## src/rtl/run_controller.sv

```systemverilog
// Run sequencer for the 8-bit core: start/ack handshake, core gating,
// RUN-cycle watchdog and host/core arbitration of the data-memory port.
module run_controller #(
    parameter int MAX_CYCLES = 4096,
    parameter int CNT_W      = 16
) (
    input  logic             clk,
    input  logic             reset,
    input  logic             start,
    input  logic             core_done,
    input  logic             host_req,
    output logic             ack,
    output logic             timeout,
    output logic             core_run,
    output logic             pc_clear,
    output logic             host_gnt,
    output logic [CNT_W-1:0] cycle_count
);

    typedef enum logic [1:0] {IDLE, ARMED, RUN, FINISH} state_t;

    localparam logic [CNT_W-1:0] LIMIT = CNT_W'(MAX_CYCLES - 1);

    state_t state, next_state;
    logic   arm;

    always_comb begin
        next_state = state;
        case (state)
            IDLE:    if (start) next_state = ARMED;
            ARMED:   if (!start) next_state = RUN;
            RUN:     if (core_done || cycle_count == LIMIT) next_state = FINISH;
            FINISH:  if (start) next_state = ARMED;
            default: next_state = IDLE;
        endcase
    end

    // Entering ARMED from IDLE or FINISH starts a fresh run record.
    assign arm      = (state != ARMED) && (next_state == ARMED);
    assign core_run = (state == RUN);
    assign pc_clear = (state != RUN);

    always_ff @(posedge clk) begin
        if (reset) begin
            state       <= IDLE;
            ack         <= 1'b0;
            timeout     <= 1'b0;
            host_gnt    <= 1'b0;
            cycle_count <= '0;
        end else begin
            state    <= next_state;
            ack      <= (next_state == FINISH);
            // Grant is withheld for every RUN cycle, so the core owns the port alone.
            host_gnt <= host_req && (next_state != RUN);
            if (arm) begin
                cycle_count <= '0;
                timeout     <= 1'b0;
            end else if (state == RUN) begin
                cycle_count <= cycle_count + 1'b1;
                if (next_state == FINISH)
                    timeout <= !core_done;
            end
        end
    end

endmodule

```

## config.mk

```make
export PLATFORM = sky130hd
export DESIGN_NAME = run_controller
export DESIGN_NICKNAME = d
export VERILOG_FILES = /design/src/rtl/run_controller.sv
export SDC_FILE = /design/constraint.sdc
export NUM_CORES = 1
export LEC_CHECK = 0
export ABC_AREA = 1
export CAP_MARGIN = 20
export CORE_UTILIZATION = 50
export CTS_BUF_LIST = sky130_fd_sc_hd__clkbuf_8
export CTS_CLUSTER_DIAMETER = 120
export DETAILED_ROUTE_END_ITERATION = 7
export GPL_TIMING_DRIVEN = 0
export MAX_ROUTING_LAYER = met4
export PLACE_DENSITY = 0.79
export SYNTH_ARGS = -nofsm -noshare
export SYNTH_HDL_FRONTEND = slang
export SYNTH_SLANG_ARGS = --single-unit
```

## constraint.sdc

```tcl
create_clock -name clk -period 2 [get_ports clk]
set_input_delay 0.6 -clock clk [delete_from_list [all_inputs] [get_ports clk]]
set_output_delay 0.6 -clock clk [all_outputs]
set_load 0.05 [all_outputs]
```

### Word level (Yosys, flattened, before mapping)

Cells that the tools add are included.
W data, S select, Z words.

| operators by class | value |
|---|---|
| add/subtract/negate cells | 1 |
| equality and inequality tests | 9 |
| muxes and demuxes | 4 |
| reduce and logical (&&, ||, !) cells | 8 |

Operators with widths:

| cell | number |
|---|---|
| $add A16 B1 Y16 const B | 1 |
| $eq A16 B12 Y1 const B | 1 |
| $eq A2 B2 Y1 const B | 3 |
| $mux W2 | 3 |
| $pmux W2 S3 | 1 |
| $eq A2 B1 Y1 const B | 2 |
| $ne A2 B2 Y1 const B | 2 |
| $reduce_or A2 Y1 | 2 |
| $logic_and A1 B1 Y1 | 2 |
| $logic_not A2 Y1 | 1 |
| $ne A2 B1 Y1 const B | 1 |
| $reduce_and A2 Y1 | 1 |
| $logic_not A1 Y1 | 1 |
| $logic_or A1 B1 Y1 | 1 |

| word-level totals | value |
|---|---|
| flip-flop bits (word level) | 21 |
| input bits | 5 |
| output and inout bits | 21 |
| logic and storage cells | 27 |

### Depth between registers and ports, before layout

| logic depth | value |
|---|---|
| depth after elaboration | 7 |
| mapped depth | 12 |

### Worst setup path after synthesis

No wires, ideal clock.

| timing | value |
|---|---|
| path type | flip-flop to output port |
| from | register state[0] |
| to | output port pc_clear |
| data arrival time | 1.395 ns |
| required time | 1.400 ns |
| slack | 0.005 ns |
| stages on the path, launching flop included | 4 |
| buffers on the path | 0 |
| cells stage by stage | dfxtp_1 inv_1 ha_1 inv_1 |

| on the way | value |
|---|---|
| longest elaborated chain between the ends | 1 |

RTL lines:

| item | RTL line | source |
|---|---|---|
| start, declared | 24 | `state_t state, next_state;` |
| start signal, assigned | 51 | `state <= next_state;` |
| $ne A2 B2 Y1 | 41 | `assign pc_clear = (state != RUN);` |
| end, declared | 15 | `output logic pc_clear,` |

No other way between the ends.

### Worst setup path after layout

| timing | value |
|---|---|
| from | register cycle_count[12] |
| to | output port cycle_count[12] |

RTL lines:

| item | RTL line | source |
|---|---|---|
| start, declared | 17 | `output logic [CNT_W-1:0] cycle_count` |
| start signal, assigned | 59 | `cycle_count <= cycle_count + 1'b1;` |

No word-level cell between the ends.

==> flow_results.org <==
** Final layout
- Leaving out filler cells and counting taps, the final layout contains 197.
- For this run, the share of the core covered by cells in the final layout is 70.1%.
- Net count reported at finish :: 180
- Total area of multi-input combinational cells :: 591 sq um
- Fraction of layout instances using a drive strength above 1 :: 17.6%
- After filler insertion, the fill cell instance count of the layout stands at 190.
- Syn-to-layout area delta :: 29.0%
- The repair_antennas step left the layout with diodes totalling 0.
- Area of all sequential standard cells :: 422 sq um

** Worst hold path
- The worst hold path was traced through 2 stages.
- In this run the worst hold path is classified as reg2reg.
- The path with the worst hold slack has its endpoint at timeout.
- Launch instance of the worst min-delay path :: timeout

** Yosys
- Counting every net in the synthesized netlist gives 150.
- After synthesis the cells add up to 1090 sq um.
- Top cell type's share of synthesized area :: 38.7%
- In this run the mean area of a mapped cell was 7.71 sq um.
- In the synthesized netlist the dominant register cell turns out to be sky130_fd_sc_hd__dfxtp_1.
- Async SR Flop Fraction :: 0%
- Synth warn :: 0
- Cells after synthesis :: 141
- Among all cell types in the netlist, the one instantiated most often is sky130_fd_sc_hd__nand2_1.
- Ranked by instance count, the synthesized netlist is headed by sky130_fd_sc_hd__nand2_1 (30), sky130_fd_sc_hd__dfxtp_1 (21), sky130_fd_sc_hd__nor2_1 (18).
- Post-synthesis sequential element count :: 21
- Yosys mapped a number of flops with a built-in enable equal to 0.
- Count of cell types in the netlist :: 23
- Top post-synthesis cells by area :: sky130_fd_sc_hd__dfxtp_1 (39%), sky130_fd_sc_hd__nand2_1 (10%), sky130_fd_sc_hd__nor2_1 (6.2%), sky130_fd_sc_hd__nor2_2 (5.8%), sky130_fd_sc_hd__inv_1 (5.5%)
- Library cell occupying the most area in the post-synthesis netlist :: sky130_fd_sc_hd__dfxtp_1
- Sequential element share of the synthesized area :: 38.7%

** Route
- DRT iter0 DRCs :: 8
- In the final routed layout, each cell accounts on average for 10.8 um.
- For this run, design rule violations remaining after detail routing come to 0.
- The final route contains 945 vias.
- The count of nets left with antenna violations once routing finished came out at 0.
- Vias per cell :: 4.80
- Total detailed-routing wirelength :: 2120 um
- The first detailed-routing pass took 4 iterations.

** Power
- Combinational Power Share :: 44.3%
- Total net switching power :: 591 uW
- Power comes to 1390 uW.
- Sequential share of power :: 35.5%
- Switching Share :: 42.4%
- Part of the power in the clock network :: 20.2%
- IR drop worst, VDD :: 0.787 mV
- Dividing total power by cell area gives a power density of 993 nW/um^2.
- Summed over all cells, the static leakage comes to 0.000668 uW.
- Internal power consumption :: 802 uW

** STA
- The final critical path takes up 94.4% of the cycle.
- For the pin with the worst max-slew slack, the measured transition is 0.507 ns.
- The number of hold violations in the final report is 0.
- Worst setup slack after layout :: 0.113 ns
- Setup violations remaining at the end of the flow were counted as 0.
- Minimum period implied by the final worst setup slack :: 1.89 ns
- Worst clock skew :: 0.00197 ns
- Maximum clock frequency :: 0.530 GHz
- RSZ-0062 raised after global routing :: false
- Relative max-transition margin :: 66.2%
- The number of pins with negative max-slew slack in the final report is 0.

** Global routing
- For this run the aggregate overflow at the end of global routing stands at 0.
- The first global-routing pass estimated 3680 um of wire.
- Entering global routing, the biggest net connects 13 pins.
- For this run, the total global-route usage over all layers was measured as 20.3%.
- Antenna violations before repair :: 0
- The via count of the first global-routing pass was 915.

** Clock network
- Clock-pin slew was measured on the worst setup and hold paths at 0.08 ns.
- TritonCTS built the clock tree.
- In this run the deepest clock path goes through 2 buffers.
- Clock latency on the worst-skew pair :: 0.26 ns
- Counting the buffers created by CTS gives 3.
- Max H-tree Level :: 1
- Count of clock tree sinks :: 21
- The tree is rooted in a sky130_fd_sc_hd__clkbuf_8.

** Placement
- Number of I/O port buffers :: 25
- Post-Place Setup Slack :: -0.339 ns
- At the end of routability-driven placement, the weighted congestion stood at 0.772.
- Detailed Place HPWL :: 1600 um
- Counting tap cells, the placed design contains a total of 193 instances.

** Run status
- The run finished with clean final reports.

** Worst setup path
- Cell type group with the largest total delay on the critical path :: buffers and inverters
- On the worst path, the slowest cell contributes a delay of 0.56 ns.
- Arrival time of the worst setup path :: 1.29 ns
- The signal on the critical path passes through dlygate4sd2_1.
- The worst setup path is captured at an output port.
- Along the worst path, the maximum fanout reaches 7.
- STA puts the critical path data required time at 1.40 ns.
- STA classifies the critical path startpoint as a flop.
- Sum of buffers and inverters on the critical path :: 1
- On the critical path, the stage with the largest delay is an instance of sky130_fd_sc_hd__dlygate4sd2_1.
- The setup check on the worst reg-to-reg path leaves a slack of 0.28 ns.
- The worst register-to-register path begins at state[0].
- The worst setup path is of the reg2out kind.
- The worst register-to-register path ends at cycle_count[12].
- Measured in cells, the most critical reg-to-reg path has a length of 12.

** Floorplanning
- In this run the count of I/O pins placed on the die edge is 26.
- Starting density of the core :: 54.3%
- The core region is 2000 sq um.
- After floorplanning, the core was divided into 16 placement rows.
- Die Wd :: 48.6 um
- The die covers 2360 sq um.
- In this run the vertical extent of the chip is 48.6 um.

** Run
- Number of max-capacitance violations reported :: 0
[per-stage QoR]
step	area (sq um)	TNS, ns	hold WS (ns)
detailed placement	1370	-2.93	0.461
global route	1400	0	0.487
finish	1400	0	0.477
floorplan	1090	0	0.531
global placement	1370	-1.79	0.455
CTS	1390	0	0.475
[placed cells by master (no fill, tap or decap)]
cell and instances:
sky130_fd_sc_hd__o21a_1 1, sky130_fd_sc_hd__inv_2 1, sky130_fd_sc_hd__dfxtp_2 1, sky130_fd_sc_hd__dfxtp_1 20
sky130_fd_sc_hd__o21ai_0 1, sky130_fd_sc_hd__clkbuf_8 3, sky130_fd_sc_hd__nor3_1 3, sky130_fd_sc_hd__nor2_2 12
sky130_fd_sc_hd__buf_2 1, sky130_fd_sc_hd__a31oi_1 1, sky130_fd_sc_hd__nor2_1 16, sky130_fd_sc_hd__inv_1 16
sky130_fd_sc_hd__xnor2_1 5, sky130_fd_sc_hd__a21oi_1 4, sky130_fd_sc_hd__nand3_4 1, sky130_fd_sc_hd__buf_4 1
sky130_fd_sc_hd__o21ai_1 1, sky130_fd_sc_hd__nand3b_1 1, sky130_fd_sc_hd__nor2_4 2, sky130_fd_sc_hd__buf_12 1
sky130_fd_sc_hd__nand2_1 30, sky130_fd_sc_hd__dlygate4sd2_1 17, sky130_fd_sc_hd__xor2_1 6, sky130_fd_sc_hd__ha_1 3
sky130_fd_sc_hd__nand2_2 4, sky130_fd_sc_hd__clkinv_2 1, sky130_fd_sc_hd__nand2_4 1, sky130_fd_sc_hd__clkdlybuf4s50_1 4
sky130_fd_sc_hd__nand4_1 5, sky130_fd_sc_hd__dlymetal6s2s_1 2, sky130_fd_sc_hd__ha_2 1, sky130_fd_sc_hd__nand3_1 4
[area by class of cell]
type | instances | area share [%]
Buffer | 1 | 1.43
Timing Repair Buffer | 25 | 16.1
Sequential cell | 21 | 30.1
Multi-Input combinational cell | 102 | 42.1
Inverter | 17 | 4.55
Clock buffer | 3 | 2.94
Clock inverter | 1 | 0.357
Tap cell | 27 | 2.41
[state kept, by name, summed over array words and instances (netlist names)]
| signal | count |
|---|---|
| ack | 1 |
| host_gnt | 1 |
| timeout | 1 |
| state | 2 |
| cycle_count | 16 |
[cell families (layout without fill, tap and decap cells)]
family                   count (synthesis)  in the layout  share of synthesized area (%)
AND/OR/NAND/NOR                         79             79                           36.1
AO/OA/AOI/OAI                            8              8                           4.03
buffers and inverters                   18             47                           7.71
flip-flops                              21             21                           38.7
XOR/XNOR                                11             11                           8.86
adder cells (fa/ha/maj)                  4              4                           4.60
[timing repair]
item / CTS / global route
endpoints found under the setup margin: 19 / 14
setup buffers: 0 / 0
hold buffers: 0 / 0
resized for setup: 29 / 5
[worst max path at each step]
stage | end | cells past startpoint | startpoint
floorplan | pc_clear | 3 | state[0]
global placement | pc_clear | 4 | state[0]
detailed placement | pc_clear | 4 | state[0]
CTS | ack | 1 | ack
global route | cycle_count[2] | 9 | start
finish | cycle_count[12] | 1 | cycle_count[12]
[power groups by stage]
| stage | sequential (uW) | combinational [uW] | clock (uW) |
|---|---|---|---|
| floorplan | 557 | 421 | 0 |
| global placement | 496 | 608 | 0 |
| detailed placement | 500 | 626 | 0 |
| CTS | 493 | 614 | 287 |
| global route | 499 | 668 | 298 |
| finish | 495 | 617 | 281 |
[layer usage]
layer	track usage, %	part of all wire (%)	up-vias
met4	10.3	1.9	0
met3	1.89	3.0	4
met5	-	0	-
li1	-	-	494
met1	23.3	44	427
met2	35.0	51	20
Power figures use the tool's default switching activity.
